### config.mk
export PLATFORM = sky130hd
export DESIGN_NAME = grid_scan_driver
export DESIGN_NICKNAME = d
export VERILOG_FILES = /design/src/rtl/grid_pkg.sv /design/src/rtl/grid_scan_driver_timer.sv /design/src/rtl/grid_scan_driver.sv
export SDC_FILE = /design/constraint.sdc
export NUM_CORES = 1
export LEC_CHECK = 0
export BUFFER_PORTS_ARGS = -buffer_cell sky130_fd_sc_hd__buf_4
export CORE_ASPECT_RATIO = 2
export CORE_MARGIN = 5
export CORE_UTILIZATION = 43
export DETAILED_ROUTE_END_ITERATION = 10
export GPL_TIMING_DRIVEN = 1
export PLACE_DENSITY = 0.78
export SYNTH_ARGS = -nofsm -noshare
export SYNTH_HDL_FRONTEND = slang
export SYNTH_SLANG_ARGS = --single-unit
### constraint.sdc
create_clock -name clk -period 2.2 [get_ports clk]
set_input_delay 0.22 -clock clk [delete_from_list [all_inputs] [get_ports clk]]
set_output_delay 0.22 -clock clk [all_outputs]
set_load 0.01 [all_outputs]
### src/rtl/grid_pkg.sv
// Shared definitions for the Life grid register and the LED matrix scan driver.
package grid_pkg;

  localparam int DEF_ROWS = 8;
  localparam int DEF_COLS = 8;
  localparam int GRID_W   = DEF_ROWS * DEF_COLS;

  localparam logic [GRID_W-1:0] GRID_SEED = 64'h0412_6424_0034_3C28;

  typedef enum logic [1:0] {
    IDLE  = 2'd0,
    LOAD  = 2'd1,
    BLANK = 2'd2,
    SHOW  = 2'd3
  } scan_state_t;

  function automatic int max_int(input int a, input int b);
    return (a > b) ? a : b;
  endfunction

endpackage

### src/rtl/grid_scan_driver_timer.sv
// Loadable down-counter shared by the blank and dwell phases; done while the count is zero.
module scan_timer #(
  parameter int W = 4
) (
  input  logic         clk_i,
  input  logic         rst_ni,
  input  logic         load_i,
  input  logic [W-1:0] load_val_i,
  output logic [W-1:0] cnt_o,
  output logic         done_o
);

  logic [W-1:0] cnt_q;

  // Reload on phase entry, otherwise count down and park at zero.
  always_ff @(posedge clk_i or negedge rst_ni) begin
    if (!rst_ni) begin
      cnt_q <= '0;
    end else if (load_i) begin
      cnt_q <= load_val_i;
    end else if (cnt_q != '0) begin
      cnt_q <= cnt_q - {{(W-1){1'b0}}, 1'b1};
    end else begin
      cnt_q <= cnt_q;
    end
  end

  assign cnt_o  = cnt_q;
  assign done_o = (cnt_q == '0);

endmodule

### src/rtl/grid_scan_driver.sv
// Snapshots the Life grid once per frame and row-multiplexes it onto an LED matrix
// with a programmable dark gap before each row and a programmable dwell per row.
module grid_scan_driver
  import grid_pkg::*;
#(
  parameter int ROWS      = DEF_ROWS,
  parameter int COLS      = DEF_COLS,
  parameter int DWELL_CYC = 1000,
  parameter int BLANK_CYC = 16
) (
  input  logic                 clk,
  input  logic                 reset,
  input  logic                 en,
  input  logic [ROWS*COLS-1:0] grid,
  output logic [ROWS-1:0]      row_sel,
  output logic [COLS-1:0]      col_data,
  output logic                 frame_done,
  output logic                 busy
);

  localparam int TW = $clog2(max_int(DWELL_CYC, BLANK_CYC) + 1);
  localparam int RW = (ROWS > 1) ? $clog2(ROWS) : 1;

  localparam logic [TW-1:0]   DWELL_LD = TW'(DWELL_CYC - 1);
  localparam logic [TW-1:0]   BLANK_LD = TW'((BLANK_CYC > 0) ? (BLANK_CYC - 1) : 0);
  localparam logic [TW-1:0]   CNT_ONE  = TW'(1);
  localparam logic [RW-1:0]   LAST_ROW = RW'(ROWS - 1);
  localparam logic [RW-1:0]   ROW_INC  = RW'(1);
  localparam logic [ROWS-1:0] ROW0_SEL = ROWS'(1);

  scan_state_t           state_q, state_d;
  logic [RW-1:0]         row_idx_q, row_idx_d;
  logic [ROWS*COLS-1:0]  shadow_q, shadow_d;
  logic [ROWS-1:0]       row_sel_q, row_sel_d;
  logic [COLS-1:0]       col_data_q, col_data_d;
  logic                  frame_done_q, busy_q;

  logic                  tmr_load_s;
  logic [TW-1:0]         tmr_val_s;
  logic [TW-1:0]         tmr_cnt_s;
  logic                  tmr_done_s;
  logic                  last_show_s;
  logic [COLS-1:0]       shadow_rows_s [ROWS];

  scan_timer #(
    .W (TW)
  ) u_timer (
    .clk_i      (clk),
    .rst_ni     (reset),
    .load_i     (tmr_load_s),
    .load_val_i (tmr_val_s),
    .cnt_o      (tmr_cnt_s),
    .done_o     (tmr_done_s)
  );

  // The snapshot is taken only while leaving LOAD, so mid-frame grid updates cannot tear.
  assign shadow_d = (state_q == LOAD) ? grid : shadow_q;

  for (genvar r = 0; r < ROWS; r++) begin : g_rows
    assign shadow_rows_s[r] = shadow_d[r*COLS +: COLS];
  end

  // Scan sequencing: next state, row index and timer reloads.
  always_comb begin
    state_d    = state_q;
    row_idx_d  = row_idx_q;
    tmr_load_s = 1'b0;
    tmr_val_s  = '0;
    case (state_q)
      IDLE: begin
        if (en) state_d = LOAD;
        else    state_d = IDLE;
      end
      LOAD: begin
        row_idx_d  = '0;
        tmr_load_s = 1'b1;
        if (BLANK_CYC > 0) begin
          state_d   = BLANK;
          tmr_val_s = BLANK_LD;
        end else begin
          state_d   = SHOW;
          tmr_val_s = DWELL_LD;
        end
      end
      BLANK: begin
        if (tmr_done_s) begin
          state_d    = SHOW;
          tmr_load_s = 1'b1;
          tmr_val_s  = DWELL_LD;
        end else begin
          state_d = BLANK;
        end
      end
      SHOW: begin
        if (!tmr_done_s) begin
          state_d = SHOW;
        end else if (row_idx_q == LAST_ROW) begin
          // en is only honoured here, so a frame always runs to completion
          state_d = en ? LOAD : IDLE;
        end else begin
          row_idx_d  = row_idx_q + ROW_INC;
          tmr_load_s = 1'b1;
          if (BLANK_CYC > 0) begin
            state_d   = BLANK;
            tmr_val_s = BLANK_LD;
          end else begin
            state_d   = SHOW;
            tmr_val_s = DWELL_LD;
          end
        end
      end
      default: begin
        state_d   = IDLE;
        row_idx_d = '0;
      end
    endcase
  end

  // Next values of the registered matrix outputs, lit only in SHOW.
  always_comb begin
    row_sel_d   = '0;
    col_data_d  = '0;
    last_show_s = 1'b0;
    if (state_d == SHOW) begin
      row_sel_d  = ROW0_SEL << row_idx_d;
      col_data_d = shadow_rows_s[row_idx_d];
      if (row_idx_d == LAST_ROW) begin
        last_show_s = tmr_load_s ? (tmr_val_s == '0) : (tmr_cnt_s == CNT_ONE);
      end else begin
        last_show_s = 1'b0;
      end
    end else begin
      row_sel_d   = '0;
      col_data_d  = '0;
      last_show_s = 1'b0;
    end
  end

  // Scan FSM state, snapshot and registered outputs.
  always_ff @(posedge clk or negedge reset) begin
    if (!reset) begin
      state_q      <= IDLE;
      row_idx_q    <= '0;
      shadow_q     <= '0;
      row_sel_q    <= '0;
      col_data_q   <= '0;
      frame_done_q <= 1'b0;
      busy_q       <= 1'b0;
    end else begin
      state_q      <= state_d;
      row_idx_q    <= row_idx_d;
      shadow_q     <= shadow_d;
      row_sel_q    <= row_sel_d;
      col_data_q   <= col_data_d;
      frame_done_q <= last_show_s;
      busy_q       <= (state_d != IDLE);
    end
  end

  assign row_sel    = row_sel_q;
  assign col_data   = col_data_q;
  assign frame_done = frame_done_q;
  assign busy       = busy_q;

endmodule

Word level (Yosys, flattened, before mapping)
Cells that the tools add are included.

Bits of input ports: 67. Output and inout port bits: 18. Flip-flop bits (word level): 97.

Bitwise gates (word level): 1. Shift-type cells: 1. $lt $le $gt $ge: 1. Equal/unequal tests: 7. Muxes and demuxes: 27. Reductions and logical operators: 6. Add/subtract/negate cells: 2.

Operator list (count): 64-bit 2-to-1 mux (1); 8-bit 2-to-1 mux (4); 10-bit 2-to-1 mux (3); 10-bit case mux with 3 select lines (1); 8-bit binary-select mux with 3-bit select (1); 10-bit logical NOT (2); 10-bit by 1-bit equality test with 1-bit output, second input constant (1); 10-bit nonzero test (1); 10-bit by 1-bit subtractor with 10-bit output, second input constant (1); 1-bit 2-to-1 mux (8); 4-bit 2-to-1 mux (2); 2-bit case mux with 4 select lines (1); 1-bit by 3-bit << shifter with 8-bit output, first input constant (1); 2-bit equality test, second input constant (3); 3-bit equality test, second input constant (2); 3-bit 2-to-1 mux (2); 3-bit case mux with 2 select lines (1); 4-bit greater-or-equal comparator, second input constant (1); 2-bit 2-to-1 mux (2); 3-bit inverter with 4-bit output (1); 2-bit nonzero test (2); 3-bit by 1-bit adder with 3-bit output, second input constant (1); 1-bit case mux with 3 select lines (1); 2-bit by 1-bit equality test with 1-bit output, second input constant (1); 2-bit logical NOT (1).

Longest topological paths before layout
Depth after elaboration: 9. Depth in mapped cells: 10. Gate-level depth less buffers: 9.

Modules after synthesis
From an unflattened synthesis, not the netlist that was laid out.

Cell total of the unflattened synthesis: 348. Area, all modules: 4450.5 um^2.

Modules (own cells, without submodules): grid_scan_driver (times used 1, area each 3843.7 um^2, cells an instance 285); scan_timer (times used 1, area each 606.8 um^2, cells an instance 63).

Worst setup path before layout
OpenSTA, ideal clock, no wires.

Path kind: register to register. From: reg u_timer.cnt_q[0] (netlist: u_timer.cnt_o[0]). To: reg col_data_q[7] (netlist: col_data[7]). Clock period less this slack: 2.261 ns. Required time: 2.114 ns. Cell stages (with the launch flop): 10. Setup time: 0.086 ns. Arrival time: 2.175 ns. Path slack: -0.061 ns. Path through: dfrtp_1 -> inv_1 -> ha_1 -> nor3b_2 -> and4_4 -> mux2_4 -> inv_2 -> nor2_1 -> a221o_2 -> nor3_1.

Word-level cells in the longest chain between the ends: 8. Elaborated cells between the ends (all ways): 12.

RTL lines: from (decl) (line grid_scan_driver_timer.sv:13) `logic [W-1:0] cnt_q;`; from (signal assigned) (line grid_scan_driver_timer.sv:20) `cnt_q <= load_val_i;`; from (signal assigned) (line grid_scan_driver_timer.sv:22) `cnt_q <= cnt_q - {{(W-1){1'b0}}, 1'b1};`; from (signal assigned) (line grid_scan_driver_timer.sv:24) `cnt_q <= cnt_q;`; 10-bit logical NOT (line grid_scan_driver_timer.sv:29) `assign done_o = (cnt_q == '0);`; 3-bit 2-to-1 mux (line grid_scan_driver.sv:95) `if (!tmr_done_s) begin`; 3-bit case mux with 2 select lines (line grid_scan_driver.sv:69) `case (state_q)`; net row_idx_d[0] (line grid_scan_driver.sv:32) `logic [RW-1:0] row_idx_q, row_idx_d;`; 3-bit inverter with 4-bit output (not written as such) (line grid_scan_driver.sv:126) `col_data_d = shadow_rows_s[row_idx_d];`; 8-bit binary-select mux with 3-bit select (line grid_scan_driver.sv:126); 8-bit 2-to-1 mux (not written as such) (2 in a row) (line grid_scan_driver.sv:126); 8-bit 2-to-1 mux (line grid_scan_driver.sv:124) `if (state_d == SHOW) begin`; net col_data_d[7] (line grid_scan_driver.sv:35) `logic [COLS-1:0] col_data_q, col_data_d;`; to (signal assigned) (line grid_scan_driver.sv:154) `col_data_q <= col_data_d;`; to (decl) (line grid_scan_driver.sv:35).

The timed path passes the listed nets, and every way through them passes these cells. The select of a mux whose other input is x is not followed. A chain may end at the register's enable or synchronous reset.

Worst setup path in the final report
From: reg u_timer.cnt_q[1] (netlist: u_timer.cnt_o[1]). To: reg frame_done_q (netlist: frame_done).

Word-level cells in the longest chain between the ends: 7. Elaborated cells between the ends (all ways): 19.

RTL lines: 10-bit logical NOT (line grid_scan_driver_timer.sv:29); 4-bit 2-to-1 mux / 10-bit 2-to-1 mux (equally long branches) (line grid_scan_driver.sv:95, grid_scan_driver.sv:86); 10-bit case mux with 3 select lines (line grid_scan_driver.sv:69); 10-bit logical NOT (line grid_scan_driver.sv:128) `last_show_s = tmr_load_s ? (tmr_val_s == '0) : (tmr_cnt_s == CNT_ONE);`; 1-bit 2-to-1 mux (line grid_scan_driver.sv:128); 1-bit 2-to-1 mux (line grid_scan_driver.sv:127) `if (row_idx_d == LAST_ROW) begin`; 1-bit 2-to-1 mux (*) (line grid_scan_driver.sv:124); net last_show_s (line grid_scan_driver.sv:42) `logic last_show_s;`; to (signal assigned) (line grid_scan_driver.sv:155) `frame_done_q <= last_show_s;`; to (decl) (line grid_scan_driver.sv:36) `logic frame_done_q, busy_q;`.

The timed path passes the listed nets; every way through them passes the cells marked *.

==> flow_results.org <==
** Cells and area
- Multi-input combinational cell area :: slightly above 2000 sq um
- Ant diodes :: 0
- Layout overhead on the synthesized area :: 31.5%
- After filler insertion, the fill cell instance count of the layout stands at 897.
- Total number of nets in the final design :: 664
- Post-layout util :: 0.574
- Share of cells above drive strength 1 :: 0.280
- Registers take about 2400 sq um.

** Routing
- Number of search-and-repair iterations in the first detailed-routing pass :: 5
- Number of vias per cell :: ~5
- For this block, the initial DRC count from the detailed router was around 270.
- Remaining antenna violation count :: 0
- The final layout contains routed wiring with a total length of ~12000 um.
- Wire per inst :: approximately 16 um
- Vias post-DR :: about 3700
- For this run, design rule violations remaining after detail routing come to 0.

** Global routing
- Summed over all layers, the global routing overflow is 0.
- Wire length of the first global-routing pass :: 18700 um
- For this run, the total global-route usage over all layers was measured as 0.196.
- Vias in the first global route :: 3876
- The number of antenna violations at the first check in global routing came to 0.
- Entering global routing, the biggest net connects 51 pins.

** Outcome
- Violated checks :: setup timing
- Status :: complete, but fails checks

** Worst setup path
- In this design, the stage delay of the slowest critical-path cell is 0.42 ns.
- FF-to-FF Start :: u_timer.cnt_o[1]
- Worst reg2reg path depth :: 9
- The worst setup path is of the reg2reg kind.
- Endpoint of the worst register-to-register path :: frame_done
- Buffers & Inverters on Critical Path :: 2
- STA classifies the critical path endpoint as a flip-flop.
- In this design, the largest share of critical-path delay is due to simple AND/OR/NAND/NOR gates.
- Critical-path maximum fanout :: 7
- CP max stage cell :: or3b_4
- CP arrival :: 2.45 ns
- At the worst endpoint, the required time is 2.43 ns.
- R2R Setup Slk :: -0.02 ns
- Walking the worst path, the cells encountered are inv_2, ha_4, or3b_4, o31a_1, o21ai_4, nor3_4, buf_12, and2_4, and4_1.
- STA classifies the critical path startpoint as a flip-flop.

** Clock network
- After clock tree synthesis, the clock-pin slew on the worst setup and hold paths is about 0.060 ns.
- Insertion delay of the later-clocked pin in the worst-skew pair :: 0.34 ns
- Clock H-tree levels :: 3
- Number of buffers created by CTS :: 9
- # clock sinks :: 97
- Longest Clk Path Bufs :: 2
- TritonCTS built the clock tree.
- Clock tree synthesis selected as its root buffer the cell clkbuf_16.

** Yosys
- Of the synthesized area, sequential elements account for 0.535.
- After technology mapping, the gate count stands at about 490.
- A synthesized cell averages 9.36 sq um.
- Syn nets :: 555
- In this run, synthesis produced a sequential element count of 97.
- Summing every instance area after synthesis gives about 4500 sq um.
- The synthesized netlist contains 54 unique library cells.
- Synth Warn # :: 0

** Timing
- Achievable Freq :: 0.451 GHz
- Setup violations remaining at the end of the flow were counted as 3.
- For the pin with the worst max-slew slack, the measured transition is 0.458 ns.
- Number of hold violations in the final report :: 0
- Final period util :: 1.01
- RSZ-0062 raised after global routing :: true
- Number of max-slew violations in the final report :: 0
- Post-layout minimum cycle time :: between 2 and 2.5 ns
- Worst Setup Slack, final :: -0.0197 ns
- Worst Clk Skew :: 0.00574 ns
- In this run the tightest slew margin relative to its limit is 0.695.

** Floorplan
- The die is 82.7 um wide.
- The die covers 12800 sq um.
- Starting Density :: 0.436
- Standard-cell rows :: 53
- Height of the die :: 155 um
- Core ar. :: around 10000 sq um
- During I/O placement, the number of pins put on the boundary was 85.

** Worst hold path
- Hold path endpoint :: shadow_q[21]
- Cells on Worst Hold Path :: 3
- The worst hold path begins at grid[21].
- Hold Crit Class :: in2reg

** Pwr
- Summed over all cells, the static leakage comes to a little under 3 nW.
- For this design the ratio of total power to cell area is approximately 1100 nW/um^2.
- Maximum vdd ir drop :: 0.588 mV

** Placed design
- Final weighted congestion of routability-driven global placement :: 0.883
- Dpl hpwl :: 8880 um
- Post-placement worst setup slack :: -0.0801 ns
- Number of buffer cells added on primary ports :: 84

** Run
- Max cap viols :: 0
[cell families after synthesis]
family | synth area share
DFF | 0.535
adders and majority gates | 0.00827
muxes | 0.0584
AOI/OAI and AO/OA | 0.0543
buffers and inverters | 0.0355
xor gates and xnor gates | 0.00771
and+or+nand+nor | 0.301
[registers in the layout, summed over array words and instances, names as in the netlist]
name / flops
busy: 1
col_data: 8
frame_done: 1
row_idx_q: 3
row_sel: 8
shadow_q: 64
state_q: 2
u_timer.cnt_o: 10
[how the worst max path moves through the flow]
stage / from / endpoint / slack, ns / cells after the start
2_1_floorplan: u_timer.cnt_o[0] / frame_done / -0.02 / 9
3_3_place_gp: row_idx_q[0] / col_data[5] / 0.01 / 7
3_5_place_dp: row_idx_q[0] / col_data[3] / -0.08 / 7
4_1_cts: u_timer.cnt_o[0] / col_data[1] / 0.0005 / 9
5_1_grt: u_timer.cnt_o[1] / col_data[1] / -0.11 / 9
6_report: u_timer.cnt_o[1] / frame_done / -0.02 / 9
[area by class of cell]
cell class | instances | share of cell area
clock buffers | 13 | 0.0469
multi-input cells | 358 | 0.340
clock inverters | 3 | 0.00775
repair buffers | 123 | 0.167
flip-flops and latches | 97 | 0.406
well taps | 137 | 0.0287
inverters | 5 | 0.00356
[cells in the final DEF, fill, tap and decap left out, types with 5 or more instances in the layout]
master     instances
or2b_1            14
buf_12             5
o211ai_1           7
nor2_1             9
nand2_1          202
mux2i_1           25
nand2b_1          16
nand4_1            8
o21ai_0           11
dfrtp_1           97
clkbuf_16          9
buf_4            115
nor3_2             5
[layer usage]
layer	GRT usage	wire, um	vias to the layer above	share of wire
met3	0.0359	476	33	0.040
li1	-	-	1796	-
met5	0	0	-	0
met4	0.0928	498	0	0.041
met1	0.207	4210	1796	0.35
met2	0.357	6820	113	0.57
[report_power, final]
part	internal, mW	switching, mW
clock network	1.01	0.636
registers	2.42	0.298
logic	1.04	1.20
total	4.46	2.13
[tightest hold or removal path, delay by kind of cell]
family / cells / cell delay, ns
buffers and inverters: 1 / 0.08
and+or+nand+nor: 2 / 0.10
[stage by stage]
| step | power [mW] | area (sq um) | setup TNS, ns | hold WS (ns) | std cells |
|---|---|---|---|---|---|
| final | 6.60 | 5970 | -0.0221 | 0.0969 | 736 |
| after global routing | 6.98 | 5970 | -0.804 | 0.0964 | 736 |
| after global placement | 4.67 | 5500 | 0 | 0.168 | 709 |
| after floorplan | 3.97 | 4560 | -0.0199 | -0.0756 | 485 |
| after CTS | 6.57 | 5940 | 0 | 0.0929 | 734 |
| after detailed placement | 4.78 | 5500 | -0.508 | 0.176 | 709 |
[synthesized netlist by cell type, drive strengths merged]
cell type | number | area [sq um]
clkbuf | 9 | 57.6
nand2 | 202 | 758
mux2i | 25 | 250
or2b | 14 | 105
a31oi | 2 | 12.5
o21a | 1 | 7.51
and3 | 4 | 25.0
inv | 5 | 18.8
mux2 | 1 | 15.0
o21ai | 12 | 71.3
nand3 | 4 | 20.0
nor2b | 2 | 12.5
o211ai | 7 | 52.6
or3b | 1 | 8.76
o31ai | 1 | 7.51
or2 | 2 | 12.5
or3 | 4 | 26.3
a221o | 1 | 11.3
nor3b | 3 | 27.5
a21oi | 1 | 5.00
o22ai | 1 | 12.5
dfrtp | 97 | 2430
nor2 | 9 | 33.8
nor3 | 9 | 81.3
o41ai | 1 | 8.76
xnor2 | 4 | 35.0
a21boi | 1 | 7.51
o31a | 1 | 8.76
ha | 3 | 37.5
a221oi | 1 | 8.76
a311oi | 1 | 8.76
a22oi | 1 | 7.51
and4 | 2 | 20.0
a22o | 1 | 8.76
nand2b | 17 | 106
and2 | 5 | 33.8
buf | 16 | 85.1
a21o | 1 | 7.51
nand4 | 8 | 50.1
nor4 | 5 | 46.3
[timing repair]
action                     4_1_cts  5_1_grt
setup endpoints to repair       10       10
hold endpoints to repair        28        0
buffers inserted                 8        2
hold buffers                     1        0
gates resized for setup          8        4
pin swaps                        3        4
No activity file was read; power rests on OpenSTA's default activity.
